File: src/rtl/ahb_memmap_cfg_pkg.sv
// Shared definitions for the programmable memory map:
// CTRL bit positions, register offsets and the per-window config bundle.
package ahb_memmap_cfg_pkg;

  localparam int unsigned PA_MAX = 32;

  localparam int unsigned CTRL_W     = 5;
  localparam int unsigned CTRL_EN    = 0;
  localparam int unsigned CTRL_LOCK  = 1;
  localparam int unsigned CTRL_CACHE = 2;
  localparam int unsigned CTRL_IDEM  = 3;
  localparam int unsigned CTRL_EXEC  = 4;

  localparam int unsigned ST_WERR    = 0;
  localparam int unsigned ST_LOCKALL = 1;

  localparam logic [11:0] STATUS_OFS = 12'h100;

  typedef enum logic [1:0] {
    REG_BASE  = 2'd0,
    REG_RANGE = 2'd1,
    REG_CTRL  = 2'd2,
    REG_NONE  = 2'd3
  } win_reg_e;

  typedef struct packed {
    logic [PA_MAX-1:0] base;
    logic [PA_MAX-1:0] range;
    logic [CTRL_W-1:0] ctrl;
  } region_cfg_t;

  function automatic logic is_status(input logic [11:2] a);
    return a == STATUS_OFS[11:2];
  endfunction

endpackage

File: src/rtl/ahb_memmap_cfg_match.sv
// Combinational window compare for every region plus a
// lowest-index-wins priority encoder.
module memmap_match
  import ahb_memmap_cfg_pkg::*;
#(
  parameter int unsigned NREGIONS = 8,
  parameter int unsigned PA_BITS  = 32,
  parameter int unsigned IW       = 3
) (
  input  logic [PA_BITS-1:0]  i_adr,
  input  region_cfg_t         i_cfg [NREGIONS],
  output logic [NREGIONS-1:0] o_vec,
  output logic [IW-1:0]       o_idx,
  output logic [2:0]          o_attr,
  output logic                o_hit
);

  logic [NREGIONS-1:0] w_unused_lock;

  always_comb begin
    o_vec = '0;
    w_unused_lock = '0;
    for (int i = 0; i < NREGIONS; i++) begin
      w_unused_lock[i] = i_cfg[i].ctrl[CTRL_LOCK];
      o_vec[i] = i_cfg[i].ctrl[CTRL_EN] &
        ((i_adr & ~i_cfg[i].range[PA_BITS-1:0]) ==
         (i_cfg[i].base[PA_BITS-1:0] &
          ~i_cfg[i].range[PA_BITS-1:0]));
    end
  end

  // Scan downward so the lowest matching index is the last write.
  always_comb begin
    o_idx  = '0;
    o_attr = '0;
    for (int i = NREGIONS - 1; i >= 0; i--) begin
      if (o_vec[i]) begin
        o_idx  = IW'(i);
        o_attr = i_cfg[i].ctrl[CTRL_EXEC:CTRL_CACHE];
      end
    end
  end

  assign o_hit = |o_vec;

endmodule

File: src/rtl/ahb_memmap_cfg.sv
// AHB-Lite slave register file holding the runtime memory map,
// with a registered lookup port for the bus decoder / PMA checker.
module ahb_memmap_cfg
  import ahb_memmap_cfg_pkg::*;
#(
  parameter int unsigned NREGIONS = 8,
  parameter int unsigned PA_BITS  = 32,
  parameter logic [NREGIONS-1:0][PA_BITS-1:0] RST_BASE  = '0,
  parameter logic [NREGIONS-1:0][PA_BITS-1:0] RST_RANGE = '0,
  parameter logic [NREGIONS-1:0][4:0]         RST_CTRL  = '0,
  localparam int unsigned IW =
    (NREGIONS > 1) ? $clog2(NREGIONS) : 1
) (
  input  logic                HCLK,
  input  logic                HRESETn,
  input  logic                HSELCfg,
  input  logic [11:0]         HADDR,
  input  logic                HWRITE,
  input  logic [1:0]          HTRANS,
  input  logic                HREADY,
  input  logic [31:0]         HWDATA,
  output logic [31:0]         HRDATA,
  output logic                HREADYCfg,
  output logic                HRESPCfg,
  input  logic                LookupValid,
  input  logic [PA_BITS-1:0]  LookupAdr,
  output logic                HitValid,
  output logic [NREGIONS-1:0] HitVec,
  output logic [IW-1:0]       HitIdx,
  output logic [2:0]          HitAttr,
  output logic                Miss
);

  logic [PA_BITS-1:0] r_base  [NREGIONS];
  logic [PA_BITS-1:0] r_range [NREGIONS];
  logic [4:0]         r_ctrl  [NREGIONS];
  logic               r_werr;
  logic               r_lockall;

  logic               r_dp_act;
  logic               r_dp_wr;
  logic [11:2]        r_dp_addr;

  logic [PA_BITS-1:0] w_base_n  [NREGIONS];
  logic [PA_BITS-1:0] w_range_n [NREGIONS];
  logic [4:0]         w_ctrl_n  [NREGIONS];
  logic               w_werr_n;
  logic               w_lockall_n;

  logic               w_ap_act;
  logic               w_ap_inwin;
  logic [IW-1:0]      w_ap_idx;
  win_reg_e           w_ap_reg;
  logic [31:0]        w_rd;

  logic               w_dp_we;
  logic               w_dp_inwin;
  logic [IW-1:0]      w_dp_idx;
  win_reg_e           w_dp_reg;
  logic [PA_BITS-1:0] w_wdata;
  logic               w_thermo;

  region_cfg_t        w_cfg [NREGIONS];
  logic [NREGIONS-1:0] w_vec;
  logic [IW-1:0]      w_idx;
  logic [2:0]         w_attr;
  logic               w_hit;
  logic               w_unused;

  assign HREADYCfg = 1'b1;
  assign HRESPCfg  = 1'b0;
  assign w_unused  = ^{HADDR[1:0], HTRANS[0]};

  assign w_ap_act   = HSELCfg & HTRANS[1] & HREADY;
  assign w_ap_idx   = HADDR[4 +: IW];
  assign w_ap_reg   = win_reg_e'(HADDR[3:2]);
  assign w_ap_inwin = (HADDR[11:8] == 4'h0) &&
                      (32'(HADDR[7:4]) < NREGIONS);

  assign w_dp_we    = r_dp_act & r_dp_wr;
  assign w_dp_idx   = r_dp_addr[4 +: IW];
  assign w_dp_reg   = win_reg_e'(r_dp_addr[3:2]);
  assign w_dp_inwin = (r_dp_addr[11:8] == 4'h0) &&
                      (32'(r_dp_addr[7:4]) < NREGIONS);

  assign w_wdata  = HWDATA[PA_BITS-1:0];
  assign w_thermo =
    ((w_wdata & (w_wdata + PA_BITS'(1))) == '0);

  // Next-state of the register file after this cycle's write.
  always_comb begin
    w_base_n    = r_base;
    w_range_n   = r_range;
    w_ctrl_n    = r_ctrl;
    w_werr_n    = r_werr;
    w_lockall_n = r_lockall;
    if (w_dp_we) begin
      if (is_status(r_dp_addr)) begin
        if (HWDATA[ST_WERR])    w_werr_n    = 1'b0;
        if (HWDATA[ST_LOCKALL]) w_lockall_n = 1'b1;
      end else if (w_dp_inwin && w_dp_reg != REG_NONE) begin
        if (r_ctrl[w_dp_idx][CTRL_LOCK] || r_lockall) begin
          w_werr_n = 1'b1;
        end else begin
          unique case (w_dp_reg)
            REG_BASE:  w_base_n[w_dp_idx] = w_wdata;
            REG_RANGE: begin
              if (w_thermo) w_range_n[w_dp_idx] = w_wdata;
              else          w_werr_n = 1'b1;
            end
            REG_CTRL:  w_ctrl_n[w_dp_idx] = HWDATA[4:0];
            default:   ;
          endcase
        end
      end
    end
  end

  // Reads see the post-write state so a write is forwarded.
  always_comb begin
    w_rd = '0;
    if (is_status(HADDR[11:2])) begin
      w_rd[ST_WERR]    = w_werr_n;
      w_rd[ST_LOCKALL] = w_lockall_n;
    end else if (w_ap_inwin) begin
      unique case (w_ap_reg)
        REG_BASE:  w_rd = 32'(w_base_n[w_ap_idx]);
        REG_RANGE: w_rd = 32'(w_range_n[w_ap_idx]);
        REG_CTRL:  w_rd = {27'b0, w_ctrl_n[w_ap_idx]};
        default:   w_rd = '0;
      endcase
    end
  end

  always_ff @(posedge HCLK) begin
    if (!HRESETn) begin
      for (int i = 0; i < NREGIONS; i++) begin
        r_base[i]  <= RST_BASE[i];
        r_range[i] <= RST_RANGE[i];
        r_ctrl[i]  <= RST_CTRL[i];
      end
      r_werr    <= 1'b0;
      r_lockall <= 1'b0;
      r_dp_act  <= 1'b0;
      r_dp_wr   <= 1'b0;
      r_dp_addr <= '0;
      HRDATA    <= '0;
    end else begin
      r_base    <= w_base_n;
      r_range   <= w_range_n;
      r_ctrl    <= w_ctrl_n;
      r_werr    <= w_werr_n;
      r_lockall <= w_lockall_n;
      if (HREADY) begin
        r_dp_act <= w_ap_act;
        if (w_ap_act) begin
          r_dp_wr   <= HWRITE;
          r_dp_addr <= HADDR[11:2];
        end
      end
      if (w_ap_act && !HWRITE) HRDATA <= w_rd;
    end
  end

  // Lookup compares against the map as it stands this cycle.
  always_comb begin
    for (int i = 0; i < NREGIONS; i++) begin
      w_cfg[i] = '0;
      w_cfg[i].base[PA_BITS-1:0]  = r_base[i];
      w_cfg[i].range[PA_BITS-1:0] = r_range[i];
      w_cfg[i].ctrl               = r_ctrl[i];
    end
  end

  memmap_match #(
    .NREGIONS (NREGIONS),
    .PA_BITS  (PA_BITS),
    .IW       (IW)
  ) u_match (
    .i_adr  (LookupAdr),
    .i_cfg  (w_cfg),
    .o_vec  (w_vec),
    .o_idx  (w_idx),
    .o_attr (w_attr),
    .o_hit  (w_hit)
  );

  always_ff @(posedge HCLK) begin
    if (!HRESETn) begin
      HitValid <= 1'b0;
      HitVec   <= '0;
      HitIdx   <= '0;
      HitAttr  <= '0;
      Miss     <= 1'b0;
    end else begin
      HitValid <= LookupValid;
      Miss     <= LookupValid & ~w_hit;
      if (LookupValid) begin
        HitVec  <= w_vec;
        HitIdx  <= w_idx;
        HitAttr <= w_attr;
      end
    end
  end

endmodule

File: config.mk
export PLATFORM = sky130hd
export DESIGN_NAME = ahb_memmap_cfg
export DESIGN_NICKNAME = d
export VERILOG_FILES = /design/src/rtl/ahb_memmap_cfg_pkg.sv /design/src/rtl/ahb_memmap_cfg_match.sv /design/src/rtl/ahb_memmap_cfg.sv
export SDC_FILE = /design/constraint.sdc
export NUM_CORES = 2
export LEC_CHECK = 0
export CAP_MARGIN = 5
export CORE_MARGIN = 2
export CORE_UTILIZATION = 60
export CTS_BUF_LIST = sky130_fd_sc_hd__clkbuf_2
export DETAILED_ROUTE_END_ITERATION = 6
export PLACE_DENSITY = 0.79
export SLEW_MARGIN = 5
export SYNTH_ARGS = -nofsm -noshare
export SYNTH_HDL_FRONTEND = slang
export SYNTH_SLANG_ARGS = --single-unit
File: constraint.sdc
create_clock -name HCLK -period 6.6 [get_ports HCLK]
set_clock_uncertainty 0.2 [all_clocks]
set_input_delay 1.98 -clock HCLK [delete_from_list [all_inputs] [get_ports HCLK]]
set_output_delay 1.98 -clock HCLK [all_outputs]
set_load 0.03 [all_outputs]
==> results.yml <==
synth:
  synth.avg_cell_area_um2: 9.672
  synth_top_area_cell: "dfxtp_1"
  netlist_area_mm2: 0.03259
  syn-instance-count: 3370
  synthTopCellsByArea: "dfxtp_1 (38%), mux2i_1 (17%), nor2b_1 (10%)"
  synth_nets: 3454
  synth_async_sr_flop_share_pct: 0
  yosysSeqAreaShare_pct: 37.71
  ys_warn_count: 0
  synth-edff-count: 0
  ys_ff_latch: 614
  synth.distinct_cells: 75
  ys.flop_type: "dfxtp_1"
  synth_top_area_share_pct: 37.71
clock_tree:
  cts.path.max_buffers: 3
  cts_resized: 0
  cts_root_buf: "clkbuf_2"
  clk_latency_ns: 1.41
  tritoncts: "yes"
  cts_setup_buffers: 0
  clock-sinks: 614
  numCtsBuffers: 162
  htree_levels: 4
  holdBufCountCts: 0
  path_clk_slew_ns: 0.09
sta:
  rsz0062_at_grt: "no"
  worst-slew-pin-transition_ns: 1.363
  tns_ns: 0
  hold_viol: 0
  setup_viol: 0
  period_share_pct: 84.25
  relSlewSlack_pct: 8.815
  layout_min_cycle_time_ns: 5.561
  fmax_mhz: 179.8
  fin_hold_ws_ns: 0.2713
  slew_viol_final: 0
  worst_slack_ns: 1.039
run_status:
  violations: "design-rule violations"
  status: "finished, violations left"
critical_path:
  timing.rr.start: "r_dp_addr[6]"
  worstPathArrival_ns: 6.64
  cp-endpoint: "HRDATA[14]"
  crit_start: "HWDATA[1]"
  crit_chain: "clkdlybuf4s50_1, nand4_1, nor3_1, and4b_1, o2111ai_1, nor4_4, buf_12, mux2_2, nor2_1, a211oi_1, a2111oi_0, buf_4, o31ai_1"
  reg2reg_slack_ns: 1.24
  crit_required_ns: 7.68
  crit_type: "in2reg"
  crit_path_top_delay_cell: "a2111oi_0"
  critical_path.startpoint_type: "primary input"
  reg2reg_to: "HRDATA[26]"
  rr_worst_depth: 11
  cp_max_fo: 20
  cp-end-kind: "register"
  crit_path_max_incr_delay_ns: 0.90
floorplanning:
  rows: 85
  core-area_mm2: 0.05381
  num_io_pins: 134
  die_area_mm2: 0.05620
  die_x_um: 237.1
  start_util_pct: 60.57
  die_h_um: 237.1
route:
  viasPerCell: 6.666
  drtIter0Drc: 4129
  drcViolationCount: 1
  antenna_left: 0
  vias: 28940
  wire_per_inst_um: 30.65
  firstDrtPassIters: 7
  wl_um: 133100
placed_design:
  port_buffers: 128
  dp_cells: 4061
  hpwl_um: 92750
  pre_cts_ws_ns: -0.1758
  place_congestion: 1.046
global_route:
  grt.overflow.total: 0
  antenna_found_initial: 9
  grt_max_degree: 316
  groute.usage.overall_pct: 46.48
  grt_pass1_wl_um: 188500
  grt_pass1_vias: 27610
worst_hold_path:
  hp-class: "reg2reg"
  hold_depth: 2
final_layout:
  nets: 3613
  final_layout_size_suffix_gt1_share_pct: 15.76
  final_cell_count_no_fill: 4342
  fill_cells: 4367
  area_growth_pct: 12.14
  multi_input_area_mm2: 0.01897
  seq_area_mm2: 0.01229
pwr:
  ir_drop_mv: 0.1468
  total_power_uw: 7199
  p_leak_uw: 0.01181
  cellPowerDensity_mw_per_mm2: 196.9
flow_run:
  cap_violations: 0
[per-layer routing]
| layer | part of all wire [%] | vias to the layer above | global-route usage, % | wire, um |
|---|---|---|---|---|
| li1 | - | 12290 | - | - |
| met1 | 39 | 14010 | 61.97 | 52240 |
| met2 | 40 | 2148 | 64.34 | 53540 |
| met3 | 14 | 491 | 16.11 | 18210 |
| met4 | 6.8 | 10 | 28.53 | 9016 |
| met5 | 0.053 | - | 0 | 71 |
[registers in the layout, summed over array words and instances (netlist names)]
| signal | flops |
|---|---|
| HRDATA | 32 |
| HitAttr | 3 |
| HitIdx | 3 |
| HitValid | 1 |
| HitVec | 8 |
| Miss | 1 |
| r_base | 256 |
| r_ctrl | 40 |
| r_dp_act | 1 |
| r_dp_addr | 10 |
| r_dp_wr | 1 |
| r_lockall | 1 |
| r_range | 256 |
| r_werr | 1 |
[critical path, delay by kind of cell]
kind | cells | cell delay (ns)
simple gates | 5 | 1.96
buf+inv | 3 | 1.03
compound gates | 4 | 1.26
mux | 1 | 0.38
[Yosys cell counts, types with 5 or more instances]
cell / number
clkbuf_1: 214
mux2i_1: 543
a22oi_1: 18
xnor2_1: 256
nand3_1: 36
nor3_1: 41
a21oi_1: 46
nand4_1: 11
a2111oi_0: 36
or3_1: 6
nand2_1: 116
nor3_4: 8
o21ai_0: 45
o2111ai_1: 13
and2_1: 55
dfxtp_1: 614
buf_4: 26
o31ai_1: 27
buf_2: 33
o22ai_1: 134
inv_1: 26
a21boi_0: 19
mux4_2: 55
a221oi_1: 13
o22a_1: 7
or4_1: 12
nor2b_1: 537
a21o_1: 8
nor2_1: 111
nor4_2: 5
nand2b_1: 13
mux2_2: 44
buf_1: 33
o211ai_1: 10
and3_1: 6
o21a_1: 24
nor4_1: 27
a211oi_1: 66
a31oi_1: 15
[worst min path at each step]
stage,startpoint,slack [ns],endpoint
after floorplan,r_dp_addr[7],0.24,r_dp_addr[7]
after detailed placement,HRDATA[23],0.26,HRDATA[23]
after global placement,HRDATA[22],0.25,HRDATA[22]
after global routing,HRDATA[8],0.30,HRDATA[8]
after CTS,HRDATA[23],0.27,HRDATA[23]
final,HRDATA[23],0.27,HRDATA[23]
[cell families (layout without fill, tap and decap cells)]
| logic type | after synthesis | count (layout) | synth area share (%) |
|---|---|---|---|
| other cells | 2 | 6 | 0.02304 |
| xor+xnor | 256 | 256 | 6.879 |
| flops | 614 | 614 | 37.71 |
| simple gates | 1013 | 1013 | 18.16 |
| buf+inv | 338 | 610 | 4.430 |
| compound gates | 504 | 504 | 10.76 |
| mux | 643 | 643 | 22.04 |
[layout by cell type (no fill, tap or decap), types with 18 or more instances in the layout]
| cell type | synthesis | routed |
|---|---|---|
| o21a_1 | 24 | 24 |
| buf_12 | 0 | 23 |
| a21oi_1 | 46 | 46 |
| nor2_1 | 111 | 109 |
| buf_4 | 26 | 156 |
| clkinv_1 | 0 | 30 |
| clkbuf_2 | 2 | 236 |
| nor2b_1 | 537 | 535 |
| o22ai_1 | 134 | 134 |
| mux2_2 | 44 | 44 |
| mux2i_1 | 543 | 543 |
| nand3_1 | 36 | 35 |
| a2111oi_0 | 36 | 36 |
| a22oi_1 | 18 | 18 |
| xnor2_1 | 256 | 256 |
| nor4_1 | 27 | 21 |
| mux4_2 | 55 | 55 |
| and2_1 | 55 | 54 |
| a21boi_0 | 19 | 19 |
| clkdlybuf4s50_1 | 0 | 124 |
| o31ai_1 | 27 | 27 |
| o21ai_0 | 45 | 45 |
| a211oi_1 | 66 | 66 |
| nand2_1 | 116 | 116 |
| nor3_1 | 41 | 41 |
| inv_1 | 26 | 26 |
| dfxtp_1 | 614 | 614 |
[area by class of cell]
cell class	instances	area share, %
multi-input cells	2418	51.89
flip-flops and latches	614	33.63
repair buffers	307	7.986
clock buffers	236	3.231
well taps	696	2.383
clock inverters	41	0.5888
inverters	26	0.2670
diodes	4	0.02739
[per-stage QoR]
| stage | cell area [um^2] | utilization [%] |
|---|---|---|
| 6_report | 36550 | 67.92 |
| 3_5_place_dp | 35150 | 65.31 |
| 2_1_floorplan | 32590 | - |
| 3_3_place_gp | 35150 | 65.31 |
| 4_1_cts | 36540 | 67.90 |
| 5_1_grt | 36550 | 67.92 |
[power breakdown]
| part | total [uW] | switching (uW) | internal (uW) |
|---|---|---|---|
| clock network | 2710 | 1680 | 1020 |
| logic | 780 | 512 | 268 |
| registers | 3710 | 5.65 | 3710 |
| total | 7200 | 2200 | 5000 |
Note: power is estimated with default switching activity, not from simulation.
